<file path="src/rtl/alu_pkg.sv">
// Shared op codes, FSM state encoding and the illegal-op check for alu_pipe_hs.
package alu_pkg;

   localparam logic [3:0] OP_ADD = 4'b0000;
   localparam logic [3:0] OP_SUB = 4'b0001;
   localparam logic [3:0] OP_AND = 4'b0010;
   localparam logic [3:0] OP_OR  = 4'b0011;
   localparam logic [3:0] OP_NOT = 4'b0100;
   localparam logic [3:0] OP_MUL = 4'b0101;
   localparam logic [3:0] OP_SLT = 4'b0110;
   localparam logic [3:0] OP_XOR = 4'b0111;
   localparam logic [3:0] OP_SRA = 4'b1000;
   localparam logic [3:0] OP_SRL = 4'b1001;
   localparam logic [3:0] OP_SLL = 4'b1010;
   localparam logic [3:0] OP_ROL = 4'b1100;
   localparam logic [3:0] OP_ROR = 4'b1101;

   typedef enum logic [1:0] {
      S_IDLE = 2'd0,
      S_MUL  = 2'd1,
      S_DONE = 2'd2
   } state_t;

   // MUL is only legal when the iterative multiplier is built in.
   function automatic logic op_illegal(input logic [3:0] op, input logic mul_en);
      return (op == 4'b1011) || (op == 4'b1110) || (op == 4'b1111) ||
             ((op == OP_MUL) && !mul_en);
   endfunction

endpackage

</file>
<file path="src/rtl/alu_mul_iter.sv">
// Shift-add multiplier, one multiplier bit per cycle; returns the low WIDTH bits of the product.
module alu_mul_iter #(
   parameter int WIDTH = 32
) (
   input  logic             clk,
   input  logic             rst_n,
   input  logic             start,
   input  logic [WIDTH-1:0] a,
   input  logic [WIDTH-1:0] b,
   output logic             busy,
   output logic             done,
   output logic [WIDTH-1:0] prod
);

   localparam int CW = $clog2(WIDTH);

   logic [CW-1:0]    cnt;
   logic [WIDTH-1:0] mcand;
   logic [WIDTH-1:0] mplier;
   logic [WIDTH-1:0] acc;

   // done marks the cycle whose edge applies the final multiplier bit
   assign done = busy && (cnt == '0);
   assign prod = acc;

   always_ff @(posedge clk or negedge rst_n) begin
      if (!rst_n) begin
         busy   <= 1'b0;
         cnt    <= '0;
         mcand  <= '0;
         mplier <= '0;
         acc    <= '0;
      end else if (start && !busy) begin
         mcand  <= a;
         mplier <= b;
         acc    <= '0;
         cnt    <= CW'(WIDTH - 1);
         busy   <= 1'b1;
      end else if (busy) begin
         if (mplier[0])
            acc <= acc + mcand;
         mcand  <= mcand << 1;
         mplier <= mplier >> 1;
         if (cnt == '0)
            busy <= 1'b0;
         else
            cnt <= cnt - 1'b1;
      end
   end

endmodule

</file>
<file path="src/rtl/alu_pipe_hs.sv">
// ALU with registered result stage, valid/ready handshakes and an optional iterative multiply.
//  state  | meaning
//  S_IDLE | accepting ops; single-cycle results registered on accept
//  S_MUL  | multiplier iterating, input side stalled
//  S_DONE | product written to the output register, back to S_IDLE next
module alu_pipe_hs
   import alu_pkg::*;
#(
   parameter int WIDTH  = 32,
   parameter int MUL_EN = 1
) (
   input  logic             clk,
   input  logic             rst_n,
   input  logic             in_valid,
   output logic             in_ready,
   input  logic [WIDTH-1:0] a,
   input  logic [WIDTH-1:0] b,
   input  logic [3:0]       op,
   output logic             out_valid,
   input  logic             out_ready,
   output logic [WIDTH-1:0] out,
   output logic             zero,
   output logic             carry,
   output logic             ovf,
   output logic             op_err
);

   localparam int SW = $clog2(WIDTH);

   state_t state;

   logic [SW-1:0]      sh;
   logic [WIDTH:0]     sum_add;
   logic [WIDTH:0]     sum_sub;
   logic [2*WIDTH-1:0] rol_w;
   logic [2*WIDTH-1:0] ror_w;
   logic [WIDTH-1:0]   alu_res;
   logic               alu_c;
   logic               alu_v;
   logic               illegal;
   logic               is_mul;
   logic               accept;
   logic               mul_busy;
   logic               mul_done;
   logic [WIDTH-1:0]   mul_prod;

   assign in_ready = (state == S_IDLE) && !mul_busy && (!out_valid || out_ready);
   assign accept   = in_valid && in_ready;
   assign illegal  = op_illegal(op, MUL_EN != 0);
   assign is_mul   = (op == OP_MUL) && (MUL_EN != 0);

   assign sh      = b[SW-1:0];
   assign sum_add = {1'b0, a} + {1'b0, b};
   assign sum_sub = {1'b0, a} + {1'b0, ~b} + (WIDTH+1)'(1);
   assign rol_w   = {a, a} << sh;
   assign ror_w   = {a, a} >> sh;

   always_comb begin
      alu_res = '0;
      alu_c   = 1'b0;
      alu_v   = 1'b0;
      case (op)
         OP_ADD: begin
            alu_res = sum_add[WIDTH-1:0];
            alu_c   = sum_add[WIDTH];
            alu_v   = (a[WIDTH-1] == b[WIDTH-1]) && (alu_res[WIDTH-1] != a[WIDTH-1]);
         end
         OP_SUB: begin
            alu_res = sum_sub[WIDTH-1:0];
            alu_c   = sum_sub[WIDTH];
            alu_v   = (a[WIDTH-1] != b[WIDTH-1]) && (alu_res[WIDTH-1] != a[WIDTH-1]);
         end
         OP_AND:  alu_res = a & b;
         OP_OR:   alu_res = a | b;
         OP_NOT:  alu_res = ~a;
         OP_SLT:  alu_res = {{(WIDTH-1){1'b0}}, ($signed(a) < $signed(b))};
         OP_XOR:  alu_res = a ^ b;
         OP_SRA:  alu_res = WIDTH'($signed(a) >>> sh);
         OP_SRL:  alu_res = a >> sh;
         OP_SLL:  alu_res = a << sh;
         OP_ROL:  alu_res = rol_w[2*WIDTH-1:WIDTH];
         OP_ROR:  alu_res = ror_w[WIDTH-1:0];
         default: alu_res = '0;
      endcase
   end

   generate
      if (MUL_EN != 0) begin : g_mul
         alu_mul_iter #(.WIDTH(WIDTH)) u_mul (
            .clk   (clk),
            .rst_n (rst_n),
            .start (accept && is_mul),
            .a     (a),
            .b     (b),
            .busy  (mul_busy),
            .done  (mul_done),
            .prod  (mul_prod)
         );
      end else begin : g_no_mul
         assign mul_busy = 1'b0;
         assign mul_done = 1'b0;
         assign mul_prod = '0;
      end
   endgenerate

   always_ff @(posedge clk or negedge rst_n) begin
      if (!rst_n) begin
         state     <= S_IDLE;
         out_valid <= 1'b0;
         out       <= '0;
         zero      <= 1'b1;
         carry     <= 1'b0;
         ovf       <= 1'b0;
         op_err    <= 1'b0;
      end else begin
         case (state)
            S_IDLE: begin
               if (accept && is_mul) begin
                  state     <= S_MUL;
                  out_valid <= 1'b0;
               end else if (accept) begin
                  out       <= alu_res;
                  zero      <= (alu_res == '0);
                  carry     <= alu_c;
                  ovf       <= alu_v;
                  op_err    <= illegal;
                  out_valid <= 1'b1;
               end else if (out_ready) begin
                  out_valid <= 1'b0;
               end
            end
            S_MUL: begin
               if (mul_done)
                  state <= S_DONE;
            end
            S_DONE: begin
               out       <= mul_prod;
               zero      <= (mul_prod == '0);
               carry     <= 1'b0;
               ovf       <= 1'b0;
               op_err    <= 1'b0;
               out_valid <= 1'b1;
               state     <= S_IDLE;
            end
            default: state <= S_IDLE;
         endcase
      end
   end

endmodule

</file>
<file path="config.mk">
export PLATFORM = sky130hd
export DESIGN_NAME = alu_pipe_hs
export DESIGN_NICKNAME = d
export VERILOG_FILES = /design/src/rtl/alu_pkg.sv /design/src/rtl/alu_mul_iter.sv /design/src/rtl/alu_pipe_hs.sv
export SDC_FILE = /design/constraint.sdc
export NUM_CORES = 1
export LEC_CHECK = 0
export CAP_MARGIN = 15
export CORE_ASPECT_RATIO = 0.75
export CORE_MARGIN = 2
export CORE_UTILIZATION = 55
export DETAILED_ROUTE_END_ITERATION = 8
export HOLD_SLACK_MARGIN = 0.06
export PLACE_DENSITY = 0.84
export SYNTH_ARGS = -nofsm -noshare
export SYNTH_HDL_FRONTEND = slang
export SYNTH_SLANG_ARGS = --single-unit
</file>
<file path="constraint.sdc">
create_clock -name clk -period 3.1 [get_ports clk]
set_input_delay 0.62 -clock clk [delete_from_list [all_inputs] [get_ports clk]]
set_output_delay 0.62 -clock clk [all_outputs]
set_load 0.02 [all_outputs]
</file>
==> results.tsv, run 1 <==
metric	value	unit
outcome	aborted with a tool error	
lastStage	global routing (5_1_grt)	
toolErrorMsg	[ERROR GRT-0116] Global routing finished with congestion. Check the congestion regions in the DRC Viewer.	
synth_edf_count	0	
synth_seq_cells	141	
cts.sinks	141	
hpwlAfterDp	71810	microns
cts_hold_buf	0	
grt_pass1_wl	252000	microns
die_h	162.2	microns
htree_levels	4	
synth-async-reset-ratio	100.0	%
cts_buffer_depth	2	
io_pins	110	
synth_cell_type_count	92	
yosysSeqAreaShare	19.23	%
start_util	56.31	%
grt_pass1_vias	34064	
avgSynthCellArea	7.820	sq um
grt_max_degree	81	
io_buffers	109	
synth_area	18350	sq um
die_w	214.9	microns
place_congestion	1.436	
syn_nets	2559	
ys_warn_count	0	
overflow	3240	
rows	57	
synthCells	2347	
root_buffer	clkbuf_16	
grt_usage	98.69	%
synth_ff_type	dfrtp_1	
numCtsBuffers	17	
[cells by family after synthesis]
family	count (synthesis)	synth area share, %
buf+inv	325	6.995
compound gates	786	29.70
fa+ha+maj	140	9.667
mux	146	12.50
xor+xnor	39	1.861
flops	141	19.23
simple gates	770	20.04
[layer usage]
metal  track usage (%)  GRT overflow
met1             102.2          1219
met5             94.31           116
met3             96.46           604
met2             102.9           938
met4             85.07           363
[cells in the mapped netlist, drive strengths merged (10+ instances only)]
| cell type | number | share of area (%) |
|---|---|---|
| and2 | 15 | 0.51 |
| mux2i | 48 | 2.7 |
| a2111oi | 17 | 0.82 |
| o21ai | 147 | 4.0 |
| inv | 121 | 2.5 |
| mux2 | 36 | 2.2 |
| nand2 | 269 | 5.5 |
| o221ai | 18 | 0.86 |
| or3 | 20 | 0.68 |
| o31ai | 23 | 0.97 |
| dfrtp | 140 | 19 |
| nand3 | 78 | 2.1 |
| o21a | 16 | 0.65 |
| a21o | 36 | 1.5 |
| a211o | 14 | 0.67 |
| nor4 | 27 | 0.92 |
| ha | 137 | 9.3 |
| a221o | 17 | 0.93 |
| a22oi | 100 | 4.1 |
| buf | 35 | 1.1 |
| a211oi | 43 | 1.8 |
| xnor2 | 20 | 0.95 |
| nor2b | 19 | 0.65 |
| nor2 | 172 | 3.5 |
| xor2 | 19 | 0.91 |
| o22ai | 22 | 0.75 |
| nor3 | 55 | 1.5 |
| a21oi | 136 | 3.7 |
| nand3b | 10 | 0.41 |
| a221oi | 12 | 0.57 |
| o21bai | 14 | 0.57 |
| mux4 | 62 | 7.6 |
| o211ai | 40 | 1.6 |
| clkbuf | 165 | 3.4 |
| a31oi | 18 | 0.61 |
| nand2b | 29 | 0.99 |
| nand4 | 13 | 0.44 |
[what timing repair did]
| item | CTS |
|---|---|
| setup endpoints to repair | 42 |
| buffers inserted | 96 |
| pin swaps | 116 |
| gates resized for setup | 420 |
| cloned | 4 |
[per-stage QoR]
stage          area (sq um)  hold WS (ns)  instances  setup WS, ns  TNS [ns]
2_1_floorplan         18660        0.3244       2347        -1.169    -11.57
3_3_place_gp          24840        0.4593       3404        -2.135    -35.65
3_5_place_dp          24840        0.4642       3404        -2.182    -40.15
4_1_cts               27490        0.2539       3530        -1.087    -9.056
==> run 2, diff against run 1 <==
--- a/config.mk
+++ b/config.mk
@@ -6,12 +6,10 @@
 export NUM_CORES = 1
 export LEC_CHECK = 0
 export CAP_MARGIN = 15
-export CORE_ASPECT_RATIO = 0.75
 export CORE_MARGIN = 2
-export CORE_UTILIZATION = 55
+export CORE_UTILIZATION = 40
 export DETAILED_ROUTE_END_ITERATION = 8
-export HOLD_SLACK_MARGIN = 0.06
-export PLACE_DENSITY = 0.84
+export PLACE_DENSITY_LB_ADDON = 0.15
 export SYNTH_ARGS = -nofsm -noshare
 export SYNTH_HDL_FRONTEND = slang
 export SYNTH_SLANG_ARGS = --single-unit
==> constraint.sdc (replaced) <==
create_clock -name clk -period 4 [get_ports clk]
set_input_delay 0.8 -clock clk [delete_from_list [all_inputs] [get_ports clk]]
set_output_delay 0.8 -clock clk [all_outputs]
set_load 0.02 [all_outputs]
==> run 2 against run 1 <==
The flow now finishes, with violations (negative setup slack). Area after synthesis unchanged. Synthesized cell count stayed put.
==> results.tsv, run 2 <==
metric	value	unit
io_buffers	109	
wl_per_cell	29.37	microns
synth.most_common_cell	nand2_1	
mostFrequentLayoutCells	buf_4 (797), nand2_1 (267), nor2_1 (166)	
nFillCells	3922	
antenna_found_initial	3	
drt_iter0_drc	3620	
powerDensity	375.9	nW/um^2
die_area	47610	sq um
violations	negative setup slack	
rsz0062_at_grt	yes	
worst_slack	-0.5248	ns
mostFrequentLayoutCell	buf_4	
cp-start-kind	input port	
drc	0	
root_buffer	clkbuf_16	
reg2reg_from	g_mul.u_mul.mcand[1]$_DFFE_PN0P_	
nets	3361	
die_w	218.2	microns
clock_skew	0.01477	ns
core_area	45380	sq um
clock_latency	0.47	ns
synth-async-reset-ratio	100.0	%
regArea	3531	sq um
setup_viol_count_final	5	
path_class	input port to register	
htree_levels	4	
drt_wl_total	110500	microns
io_pins	110	
hold_viol	0	
yosysSeqAreaShare	19.23	%
p_leak	0.01320	uW
via_per_inst	6.581	
top_usage_layer	met2	
gr-usage-met2	69.45	%
placed_cell_area	25720	sq um
clk_pin_slew	0.07	ns
rrSetupSlack	0.13	ns
area_delta_synth_final	54.04	%
regToRegEndpoint	g_mul.u_mul.prod[31]$_DFFE_PN0P_	
grt_pass1_wl	159000	microns
synth_seq_cells	141	
grt_pass1_vias	23712	
cts.sinks	141	
drive_gt1_share	38.65	%
cts_buffer_depth	2	
rows	78	
grt_util_met1	58.97	%
grt_max_degree	78	
grt_use_met3	11.09	%
ys_warn_count	0	
synth_cell_type_count	92	
overflow	0	
synth_ff_type	dfrtp_1	
cts_tree	done	
synth_edf_count	0	
synth_area	18350	sq um
start_util	40.44	%
synthTopCellsByArea	dfrtp_1 (19%), ha_1 (9.3%), mux4_2 (7.6%)	
antenna_cells	0	
cp.required	4.39	ns
max-cap-violations	0	
drt_pass1_iterations	7	
synthCells	2347	
slew_headroom	26.33	%
hp-class	input port to async pin	
cts_hold_buf	0	
worst_pin_slew	1.101	ns
grt_usage	45.77	%
critical_path_arrival	4.91	ns
avgSynthCellArea	7.820	sq um
die_h	218.2	microns
final_antenna_net_count	0	
num_vias	24758	
fin_crit_sh	113.1	%
report.final.slew_viol_count	0	
r2r_cells	13	
worstSetupEndpointType	register	
vdd_drop_max	0.0005899	V
place_congestion	1.127	
syn_nets	2559	
max_freq	221.0	MHz
synthTopCellsByCount	nand2_1 (269), nor2_1 (172), clkbuf_1 (165)	
crit_fanout	6	
yosysTopAreaCell	dfrtp_1	
final_area	28270	sq um
total_power	10630	uW
numCtsBuffers	17	
synth.top_cell.area_share	19.09	%
finalCriticalPeriod	4.525	ns
multi_input_area	14720	sq um
outcome	finished with violations	
post-place-ws	-1.657	ns
hpwlAfterDp	86620	microns
-- run 2: report_power, final --
part           total (uW)  leakage (uW)  internal [uW]  switching (uW)
sequential           2530       0.00176           1950             575
combinational        6490        0.0112           2900            3590
clock                1610      0.000281            842             767
total               10600        0.0132           5700            4930
-- run 2: cell type report --
type / instances / area share (%)
multi-input combinational: 1881 / 52.06
clock inverter: 14 / 0.4824
clock buffer: 18 / 1.554
timing repair buffer: 983 / 29.03
inverter: 125 / 1.726
sequential: 141 / 12.49
tap: 600 / 2.656
-- run 2: worst max-delay path by stage --
stage               slack [ns]               end   from
floorplan                -0.47  zero$_DFFE_PN1P_   b[1]
global placement         -1.74  zero$_DFFE_PN1P_  a[28]
detailed placement       -1.66  zero$_DFFE_PN1P_  a[28]
CTS                      -0.31  zero$_DFFE_PN1P_   b[0]
global route             -0.56  zero$_DFFE_PN1P_   b[0]
finish                   -0.52  zero$_DFFE_PN1P_   b[0]
-- run 2: repair_timing --
| item | CTS | global route |
|---|---|---|
| buffers inserted | 84 | 9 |
| setup endpoints to repair | 18 | 11 |
| resized for setup | 287 | 50 |
| pin swaps | 79 | 28 |
| cloned | 4 | 0 |
| hold endpoints to repair | 0 | 0 |
-- run 2: per-layer routing --
| layer | wire length, microns | vias up | share of wire [%] |
|---|---|---|---|
| met5 | 35 | - | 0.032 |
| met4 | 8188 | 6 | 7.4 |
| met3 | 12610 | 461 | 11 |
| met2 | 46840 | 1844 | 42 |
| met1 | 42810 | 11974 | 39 |
| li1 | - | 10473 | - |
-- run 2: cell families (layout without fill, tap and decap cells) --
group / Yosys count / after routing / share of synthesized area (%)
xor gates and xnor gates: 39 / 39 / 1.861
AOI/OAI and AO/OA: 786 / 786 / 29.70
adders and majority gates: 140 / 140 / 9.667
muxes: 146 / 146 / 12.50
DFF: 141 / 141 / 19.23
buffers and inverters: 325 / 1140 / 6.995
and+or+nand+nor: 770 / 770 / 20.04
-- run 2: critical path, cell delays in order --
cell and delay (ns):
buf_12 0.13, buf_6 0.12, ha_4 0.14, inv_2 0.04, fa_2 0.35, nor2b_4 0.14, o21a_1 0.18, or4b_4 0.60
and4_4 0.23, o2111ai_4 0.24, a31oi_4 0.12, a311oi_2 0.31, a32oi_1 0.12, or4_4 0.57, nor4_4 0.37, buf_4 0.18
nand4_1 0.08, o31ai_2 0.20
-- run 2: metrics by stage --
| step | cells | setup TNS [ns] | util, % | hold WS, ns |
|---|---|---|---|---|
| after floorplan | 2347 | -0.8464 | - | 0.4469 |
| after global routing | 3762 | -1.517 | 62.29 | 0.3999 |
| after detailed placement | 3633 | -19.97 | 56.67 | 0.4637 |
| final | 3762 | -1.010 | 62.29 | 0.3395 |
| after global placement | 3633 | -18.28 | 56.67 | 0.4584 |
| after CTS | 3752 | -0.4175 | 61.57 | 0.3642 |
Power figures use the tool's default switching activity.
